--- config.mk ---
export PLATFORM = sky130hd
export DESIGN_NAME = draw_text_overlay_flat
export DESIGN_NICKNAME = d
export VERILOG_FILES = /design/src/rtl/vga_if.sv /design/src/rtl/draw_text_overlay.sv /design/src/flat_wrapper.sv
export SDC_FILE = /design/constraint.sdc
export NUM_CORES = 1
export LEC_CHECK = 0
export CORE_ASPECT_RATIO = 2
export CORE_UTILIZATION = 52
export CTS_CLUSTER_SIZE = 16
export DETAILED_ROUTE_END_ITERATION = 7
export GPL_ROUTABILITY_DRIVEN = 0
export PLACE_DENSITY = 0.83
export SYNTH_ARGS = -nofsm -noshare
export SYNTH_HDL_FRONTEND = slang
export SYNTH_SLANG_ARGS = --single-unit
export TNS_END_PERCENT = 30
--- constraint.sdc ---
create_clock -name clk -period 2.1 [get_ports clk]
set_input_delay 0.315 -clock clk [delete_from_list [all_inputs] [get_ports clk]]
set_output_delay 0.315 -clock clk [all_outputs]
set_load 0.01 [all_outputs]
--- src/rtl/vga_if.sv ---
// VGA pixel stream bundle: timing counters, syncs, blanks and 12-bit colour.
interface vga_if;
    logic [10:0] hcount;
    logic [10:0] vcount;
    logic        hsync;
    logic        vsync;
    logic        hblnk;
    logic        vblnk;
    logic [11:0] rgb;

    modport in  (input  hcount, vcount, hsync, vsync, hblnk, vblnk, rgb);
    modport out (output hcount, vcount, hsync, vsync, hblnk, vblnk, rgb);
endinterface

--- src/rtl/draw_text_overlay.sv ---
// Text-window overlay: maps each pixel to a character cell and glyph line, drives the font ROM
// address, delays all timing by ROM_LAT + 2 cycles and paints glyph pixels over the video.
module draw_text_overlay #(
    parameter int unsigned X0           = 0,
    parameter int unsigned Y0           = 0,
    parameter int unsigned COLUMNS      = 16,
    parameter int unsigned ROWS         = 16,
    parameter int unsigned CWIDTH       = 8,
    parameter int unsigned CHEIGHT      = 16,
    parameter int unsigned SCALE_LOG2   = 0,
    parameter int unsigned ROM_LAT      = 1,
    parameter logic [11:0] FG_COLOR     = 12'hfff,
    parameter logic [11:0] BG_COLOR     = 12'h000,
    parameter bit          TRANSPARENT  = 1'b0,
    parameter int unsigned BLINK_FRAMES = 30
) (
    input  logic                                    clk,
    input  logic                                    rst_n,
    input  logic                                    enable,
    input  logic                                    blink_en,
    input  logic [CWIDTH-1:0]                       char_pixel,
    output logic [$clog2(COLUMNS)+$clog2(ROWS)-1:0] char_xy,
    output logic [$clog2(CHEIGHT)-1:0]              char_line,
    vga_if.in                                       in,
    vga_if.out                                      out
);

    localparam int unsigned ColW  = $clog2(COLUMNS);
    localparam int unsigned RowW  = $clog2(ROWS);
    localparam int unsigned LineW = $clog2(CHEIGHT);
    localparam int unsigned CwLog = $clog2(CWIDTH);
    localparam int unsigned BitW  = (CWIDTH > 1) ? CwLog : 1;
    localparam int unsigned WinW  = COLUMNS * CWIDTH * (1 << SCALE_LOG2);
    localparam int unsigned WinH  = ROWS * CHEIGHT * (1 << SCALE_LOG2);
    localparam int unsigned CntW  = (BLINK_FRAMES > 1) ? $clog2(BLINK_FRAMES) : 1;

    localparam logic [10:0]     X0W     = 11'(X0);
    localparam logic [10:0]     Y0W     = 11'(Y0);
    localparam logic [11:0]     XEnd    = 12'(X0 + WinW);
    localparam logic [11:0]     YEnd    = 12'(Y0 + WinH);
    localparam logic [10:0]     CwMask  = 11'(CWIDTH - 1);
    localparam logic [CntW-1:0] CntLast = CntW'(BLINK_FRAMES - 1);

    typedef struct packed {
        logic [10:0] hcount;
        logic [10:0] vcount;
        logic        hsync;
        logic        vsync;
        logic        hblnk;
        logic        vblnk;
        logic [11:0] rgb;
    } vga_t;

    // Per-pixel payload carried alongside the ROM access.
    typedef struct packed {
        vga_t            v;
        logic            act;    // inside window and overlay enabled
        logic            blank;  // glyph suppressed by blink phase
        logic [BitW-1:0] bi;     // glyph bit to pick from char_pixel
    } pix_t;

    pix_t pipe_d [ROM_LAT+1];
    pix_t pipe_q [ROM_LAT+1];
    vga_t out_d, out_q;

    logic [ColW+RowW-1:0] xy_d, xy_q;
    logic [LineW-1:0]     line_d, line_q;
    logic [CntW-1:0]      cnt_d, cnt_q;
    logic                 phase_d, phase_q;
    logic                 vsync_prev_q;

    logic [10:0] dx, dy, fx, fy;
    logic        active;
    logic        glyph;

    // Stage 0: window test, cell address and bit index; then the ROM-latency delay line.
    always_comb begin
        dx     = in.hcount - X0W;
        dy     = in.vcount - Y0W;
        fx     = dx >> SCALE_LOG2;
        fy     = dy >> SCALE_LOG2;
        active = (in.hcount >= X0W) && ({1'b0, in.hcount} < XEnd) &&
                 (in.vcount >= Y0W) && ({1'b0, in.vcount} < YEnd);
        xy_d   = xy_q;
        line_d = line_q;
        if (active) begin
            xy_d   = {ColW'(fx >> CwLog), RowW'(fy >> LineW)};
            line_d = LineW'(fy);
        end
        pipe_d[0].v.hcount = in.hcount;
        pipe_d[0].v.vcount = in.vcount;
        pipe_d[0].v.hsync  = in.hsync;
        pipe_d[0].v.vsync  = in.vsync;
        pipe_d[0].v.hblnk  = in.hblnk;
        pipe_d[0].v.vblnk  = in.vblnk;
        pipe_d[0].v.rgb    = in.rgb;
        pipe_d[0].act      = active & enable;
        pipe_d[0].blank    = blink_en & phase_q;
        pipe_d[0].bi       = BitW'(CwMask - (fx & CwMask));
        for (int k = 1; k <= ROM_LAT; k++) begin
            pipe_d[k] = pipe_q[k-1];
        end
    end

    // Frame counter on registered vsync rising edge; blink phase toggles at wrap.
    always_comb begin
        cnt_d   = cnt_q;
        phase_d = phase_q;
        if (in.vsync && !vsync_prev_q) begin
            if (cnt_q == CntLast) begin
                cnt_d   = '0;
                phase_d = ~phase_q;
            end else begin
                cnt_d = cnt_q + 1'b1;
            end
        end
    end

    // Output stage: char_pixel is aligned with the last delay-line entry.
    always_comb begin
        out_d = pipe_q[ROM_LAT].v;
        glyph = char_pixel[pipe_q[ROM_LAT].bi] & ~pipe_q[ROM_LAT].blank;
        if (pipe_q[ROM_LAT].act) begin
            if (glyph) begin
                out_d.rgb = FG_COLOR;
            end else if (!TRANSPARENT) begin
                out_d.rgb = BG_COLOR;
            end
        end
    end

    // State registers; reset discards every in-flight pixel.
    always_ff @(posedge clk or negedge rst_n) begin
        if (!rst_n) begin
            for (int k = 0; k <= ROM_LAT; k++) begin
                pipe_q[k] <= '0;
            end
            out_q        <= '0;
            xy_q         <= '0;
            line_q       <= '0;
            cnt_q        <= '0;
            phase_q      <= 1'b0;
            vsync_prev_q <= 1'b0;
        end else begin
            for (int k = 0; k <= ROM_LAT; k++) begin
                pipe_q[k] <= pipe_d[k];
            end
            out_q        <= out_d;
            xy_q         <= xy_d;
            line_q       <= line_d;
            cnt_q        <= cnt_d;
            phase_q      <= phase_d;
            vsync_prev_q <= in.vsync;
        end
    end

    assign char_xy    = xy_q;
    assign char_line  = line_q;
    assign out.hcount = out_q.hcount;
    assign out.vcount = out_q.vcount;
    assign out.hsync  = out_q.hsync;
    assign out.vsync  = out_q.vsync;
    assign out.hblnk  = out_q.hblnk;
    assign out.vblnk  = out_q.vblnk;
    assign out.rgb    = out_q.rgb;

endmodule

--- src/flat_wrapper.sv ---
// flat-port wrapper written by rule: the top's interface ports become plain ports
module draw_text_overlay_flat 
#(
    parameter int unsigned X0           = 0,
    parameter int unsigned Y0           = 0,
    parameter int unsigned COLUMNS      = 16,
    parameter int unsigned ROWS         = 16,
    parameter int unsigned CWIDTH       = 8,
    parameter int unsigned CHEIGHT      = 16,
    parameter int unsigned SCALE_LOG2   = 0,
    parameter int unsigned ROM_LAT      = 1,
    parameter logic [11:0] FG_COLOR     = 12'hfff,
    parameter logic [11:0] BG_COLOR     = 12'h000,
    parameter bit          TRANSPARENT  = 1'b0,
    parameter int unsigned BLINK_FRAMES = 30
)
  (clk, rst_n, enable, blink_en, char_pixel, char_xy, char_line, in_hcount, in_vcount, in_hsync, in_vsync, in_hblnk, in_vblnk, in_rgb, out_hcount, out_vcount, out_hsync, out_vsync, out_hblnk, out_vblnk, out_rgb);
  vga_if in_i ();
  vga_if out_i ();
  input  logic clk;
  input  logic rst_n;
  input  logic enable;
  input  logic blink_en;
  input  logic [CWIDTH-1:0] char_pixel;
  output logic [$clog2(COLUMNS)+$clog2(ROWS)-1:0] char_xy;
  output logic [$clog2(CHEIGHT)-1:0] char_line;
  input wire logic [$bits(in_i.hcount)-1:0] in_hcount;
  input wire logic [$bits(in_i.vcount)-1:0] in_vcount;
  input wire logic [$bits(in_i.hsync)-1:0] in_hsync;
  input wire logic [$bits(in_i.vsync)-1:0] in_vsync;
  input wire logic [$bits(in_i.hblnk)-1:0] in_hblnk;
  input wire logic [$bits(in_i.vblnk)-1:0] in_vblnk;
  input wire logic [$bits(in_i.rgb)-1:0] in_rgb;
  output wire logic [$bits(out_i.hcount)-1:0] out_hcount;
  output wire logic [$bits(out_i.vcount)-1:0] out_vcount;
  output wire logic [$bits(out_i.hsync)-1:0] out_hsync;
  output wire logic [$bits(out_i.vsync)-1:0] out_vsync;
  output wire logic [$bits(out_i.hblnk)-1:0] out_hblnk;
  output wire logic [$bits(out_i.vblnk)-1:0] out_vblnk;
  output wire logic [$bits(out_i.rgb)-1:0] out_rgb;
  assign in_i.hcount = in_hcount;
  assign in_i.vcount = in_vcount;
  assign in_i.hsync = in_hsync;
  assign in_i.vsync = in_vsync;
  assign in_i.hblnk = in_hblnk;
  assign in_i.vblnk = in_vblnk;
  assign in_i.rgb = in_rgb;
  assign out_hcount = out_i.hcount;
  assign out_vcount = out_i.vcount;
  assign out_hsync = out_i.hsync;
  assign out_vsync = out_i.vsync;
  assign out_hblnk = out_i.hblnk;
  assign out_vblnk = out_i.vblnk;
  assign out_rgb = out_i.rgb;
  draw_text_overlay #(.X0(X0), .Y0(Y0), .COLUMNS(COLUMNS), .ROWS(ROWS), .CWIDTH(CWIDTH), .CHEIGHT(CHEIGHT), .SCALE_LOG2(SCALE_LOG2), .ROM_LAT(ROM_LAT), .FG_COLOR(FG_COLOR), .BG_COLOR(BG_COLOR), .TRANSPARENT(TRANSPARENT), .BLINK_FRAMES(BLINK_FRAMES)) u_core (.clk(clk), .rst_n(rst_n), .enable(enable), .blink_en(blink_en), .char_pixel(char_pixel), .char_xy(char_xy), .char_line(char_line), .in(in_i), .out(out_i));
endmodule
**Word-level counts from Yosys, hierarchy flattened**

Index checks and enable logic that the tools add are counted.

- Add/sub/neg operators: 2
- Order comparisons: 5
- Equal/unequal tests: 1
- Muxes and demuxes: 5
- Bitwise logic cells: 5
- Reductions and logical operators: 6

Operator list:

| cell | number |
|---|---|
| $mux W12 | 2 |
| $ge A11 B1 Y1 const B | 2 |
| $lt A11 B8 Y1 const B | 1 |
| $lt A11 B9 Y1 const B | 1 |
| $add A5 B1 Y5 const B | 1 |
| $eq A5 B5 Y1 const B | 1 |
| $mux W5 | 1 |
| $logic_and A1 B1 Y1 | 4 |
| $lt A3 B4 Y1 const B | 1 |
| $and A1 B1 Y1 | 3 |
| $bmux W1 S3 | 1 |
| $sub A3 B3 Y3 const A | 1 |
| $not A1 Y1 | 2 |
| $reduce_and A2 Y1 | 1 |
| $logic_not A1 Y1 | 1 |
| $mux W1 | 1 |

- Register bits: 142
- Input bits: 50
- Output and inout bits: 50
- Logic and storage cells: 55

**Logic depth before layout (Yosys ltp)**

- Depth after elaboration: 5
- Gate-level depth with buffers: 5
- Depth with buffers taken out: 5

**Worst setup path after synthesis**

No wires, ideal clock.

- Kind: reg2reg
- Start: register u_core.pipe_q[0] (netlist name)
- End: register u_core.out_q (netlist bit u_core.out.rgb[1])
- Setup time: 0.140 ns
- Arrival: 1.234 ns
- Required time: 1.960 ns
- Path slack: 0.726 ns
- Stages on the path, launching flop included: 5
- Path buffers: 1
- Clock period less this slack: 1.374 ns
- Cells stage by stage: dfrtp_1 > mux4_2 > nor2b_2 > buf_6 > o32ai_1

RTL lines:

| element | RTL line | RTL |
|---|---|---|
| from (decl) | draw_text_overlay.sv:63 | `pix_t pipe_q [ROM_LAT+1];` |
| from (signal, indexed assignment) | draw_text_overlay.sv:146 | `pipe_q[k] <= pipe_d[k];` |
| to (signal assigned) | draw_text_overlay.sv:148 | `out_q <= out_d;` |
| to (decl) | draw_text_overlay.sv:64 | `vga_t out_d, out_q;` |

**Worst setup path in the final report**

- Start: register u_core.line_q[2] (netlist: u_core.char_line[2])
- End: output char_line[2]

RTL lines:

| element | RTL line | RTL |
|---|---|---|
| from (decl) | draw_text_overlay.sv:67 | `logic [LineW-1:0] line_d, line_q;` |
| from (signal assigned) | draw_text_overlay.sv:150 | `line_q <= line_d;` |
| to (decl) | flat_wrapper.sv:26 | `output logic [$clog2(CHEIGHT)-1:0] char_line;` |

No word-level cell between the ends.

==> metrics.yaml <==
netSwitchingFraction_pct: 21.32
die-width_um: 65.28
critical_path.startpoint_type: "register"
peakVddDrop_mv: 0.8087
cp_num_buf_inv: 1
grt_pass1_wl_um: 12430
start_util_pct: 54.38
core_area_um2: 7657
design.die.area_um2: 8391
tritoncts_num_sinks: 142
synth-async-reset-ratio_pct: 100.0
final_setup_violation_count: 0
power_leakage_nw: 2.639
yosys_register_bits: 142
routed-via-count: 2213
fp.dieH_um: 128.6
list_of_most_frequent_post_synthesis_cells: "dfrtp_1 (142), inv_1 (18), mux2_2 (12), o32ai_1 (12), nand2_1 (5)"
run_status: "completed"
finalSetupTns_ps: 0
grt_antenna_before_repair: 0
drv_slew: 0
num_antenna_cells: 0
cts_tree: "yes"
critical_path_class: "reg -> out"
clockPowerShare_pct: 42.9
rsz0062_at_grt: "no"
largest_fanout_on_the_critical_path: 2
synth.cell_area_um2: 4164
clock_tree.buffer_depth: 2
syn-mean-instance-area_um2: 18.34
yosys_most_used_dff: "dfrtp_1"
wire_per_inst_um: 17.49
drc: 0
drt_pre_antenna_iters: 4
placement.cell_area_um2: 5279
drt-vias-per-instance: 4.907
min_path_type: "reg -> reg"
total_power_of_the_final_layout_mw: 6.232
critPathArrivalTime_ps: 1340
crit_path_cell_trace: "clkdlybuf4s50_1"
groute.usage.overall_pct: 21.73
worst-r2r-setup-slack_ps: 560
synth-edff-count: 0
yosys.area.top_type_share_pct: 85.34
post_route_cells_drive_above_1_share_pct: 13.45
slew_headroom_pct: 65.89
cp_slowest_stage_delay_ps: 580
pin_count: 100
dp.final_hpwl_um: 5170
num_rows: 45
max_clock_freq_ghz: 0.6044
power_frac_seq_pct: 48.8
timing.critical_path.slowest_stage_cell: "clkdlybuf4s50_1"
power_report.internal_total_mw: 4.903
drt-initial-drc-count: 87
timing.critical_path.required_ps: 1780
yosysMostFrequentCell: "dfrtp_1"
netlist-cell-type-count: 28
holdWs_ps: 342.2
number_of_synthesis_warnings: 0
area_delta_synth_final_pct: 40.20
cts_root_buf: "clkbuf_16"
total_net_switching_power_mw: 1.329
hold_violations: 0
num-nets-final: 397
antenna_violating_nets_post_route: 0
fin_area_um2: 5838
max_cap_violations: 0
crit_path_end_kind: "output port"
routed_wirelength_um: 7886
comb_power_share_pct: 8.2
first_global_vias: 2477
timing.final.crit_period_ps: 1655
number_of_gates_given_a_new_drive_strength_after_cts: 0
clk_transition_reported_paths_ps: 50
numPortBuffers: 99
power_per_cell_area_nw_per_um2: 1067
finalCritPeriodShare_pct: 78.79
worst_path_dominant_cell_family: "buffers and inverters"
syn_inst: 227
synthesis.nets: 279
worstSkewPairLatency_ps: 400
cts_inserted_buffers: 17
grt_max_degree: 57
max_slew.worst_pin.slew_ps: 510.4
overflow: 0
cts-htree-levels: 4
synth_area_leaders: "dfrtp_1 (85%), mux2_2 (3.2%), o32ai_1 (2.5%), inv_1 (1.6%), ha_1 (0.60%)"
synth.largest_area_cell: "dfrtp_1"
clock_skew_ps: 5.648
post_synthesis_sequential_area_ratio_pct: 85.34
==> registers in the layout (all words and copies together) (netlist names) <==
signal / count
u_core.pipe_d: 43
u_core.out_d: 26
u_core.pipe_q: 17
u_core.out.rgb: 12
u_core.out.hcount: 11
u_core.out.vcount: 11
u_core.char_xy: 8
u_core.cnt_q: 5
u_core.char_line: 4
u_core.out.hblnk: 1
u_core.out.hsync: 1
u_core.out.vblnk: 1
u_core.out.vsync: 1
u_core.phase_q: 1
==> cell usage in the layout (no fill, tap or decap), types with 4 or more instances in the layout <==
master / count
nor2_1: 4
clkdlybuf4s50_1: 98
nand2_1: 5
mux2_2: 12
o32ai_1: 12
clkbuf_16: 17
inv_1: 18
clkbuf_8: 6
o21ai_0: 4
dfrtp_1: 142
==> power groups by stage <==
stage,clock [mW],sequential [mW],combinational (mW)
after global routing,2.86,3.06,0.564
after detailed placement,0,3.09,0.512
final,2.68,3.04,0.514
after global placement,0,3.07,0.483
after floorplan,0,3.09,0.143
after CTS,2.75,3.04,0.522
==> per-stage QoR <==
stage          setup slack, ps  cells  util, %
6_report                 445.4    451    76.24
3_5_place_dp             140.4    419    68.94
4_1_cts                  409.4    451    76.24
3_3_place_gp             156.6    419    68.94
5_1_grt                  402.6    451    76.24
2_1_floorplan            725.6    227        -
==> worst paths after layout <==
path,endpoint,cells after the start,from
max in group asynchronous,u_core.pipe_q[2],3,rst_n
min in group asynchronous,u_core.out.vcount[8],2,rst_n
hold / removal,u_core.out_d[21],0,u_core.pipe_d[26]
setup reg to reg,u_core.out.rgb[3],2,u_core.pipe_q[4]
setup / recovery,char_line[2],1,u_core.char_line[2]
hold reg to reg,u_core.out_d[21],0,u_core.pipe_d[26]
==> area by class of cell <==
cell class,count,area [um^2]
clock buffer,26,519.2
clock inverter,5,30.03
fill,427,1819
inverter,18,67.56
multi-input combinational,62,505.5
sequential,142,3553
tap,94,117.6
timing repair buffer,104,1045
==> worst reg2reg max path, cell delays in order (launching register included) <==
cell and delay [ps]:
dfrtp_1 620, nand2b_1 390, o32ai_1 420
==> metal layers <==
metal / vias up / GRT usage, % / share of wire (%)
li1: 992 / - / -
met1: 1131 / 22.63 / 35
met2: 77 / 37.11 / 58
met3: 13 / 7.447 / 4.6
met4: 0 / 12.53 / 2.3
met5: - / 0 / 0
==> kinds of logic (layout without fill, tap and decap cells) <==
kind of cell	Yosys count	in the layout	synth area share (%)
AO/OA/AOI/OAI	22	22	4.057
XOR/XNOR	1	1	0.2104
adder cells (fa/ha/maj)	2	2	0.6009
buffers and inverters	23	153	2.524
flip-flops	142	142	85.34
multiplexers	15	15	4.267
AND/OR/NAND/NOR	22	22	3.005
==> timing repair <==
item / in CTS / in global routing
hold buffers: 1 / 0
setup buffers: 0 / 0
endpoints found under the hold margin: 37 / 0
Note: power is estimated with default switching activity, not from simulation.
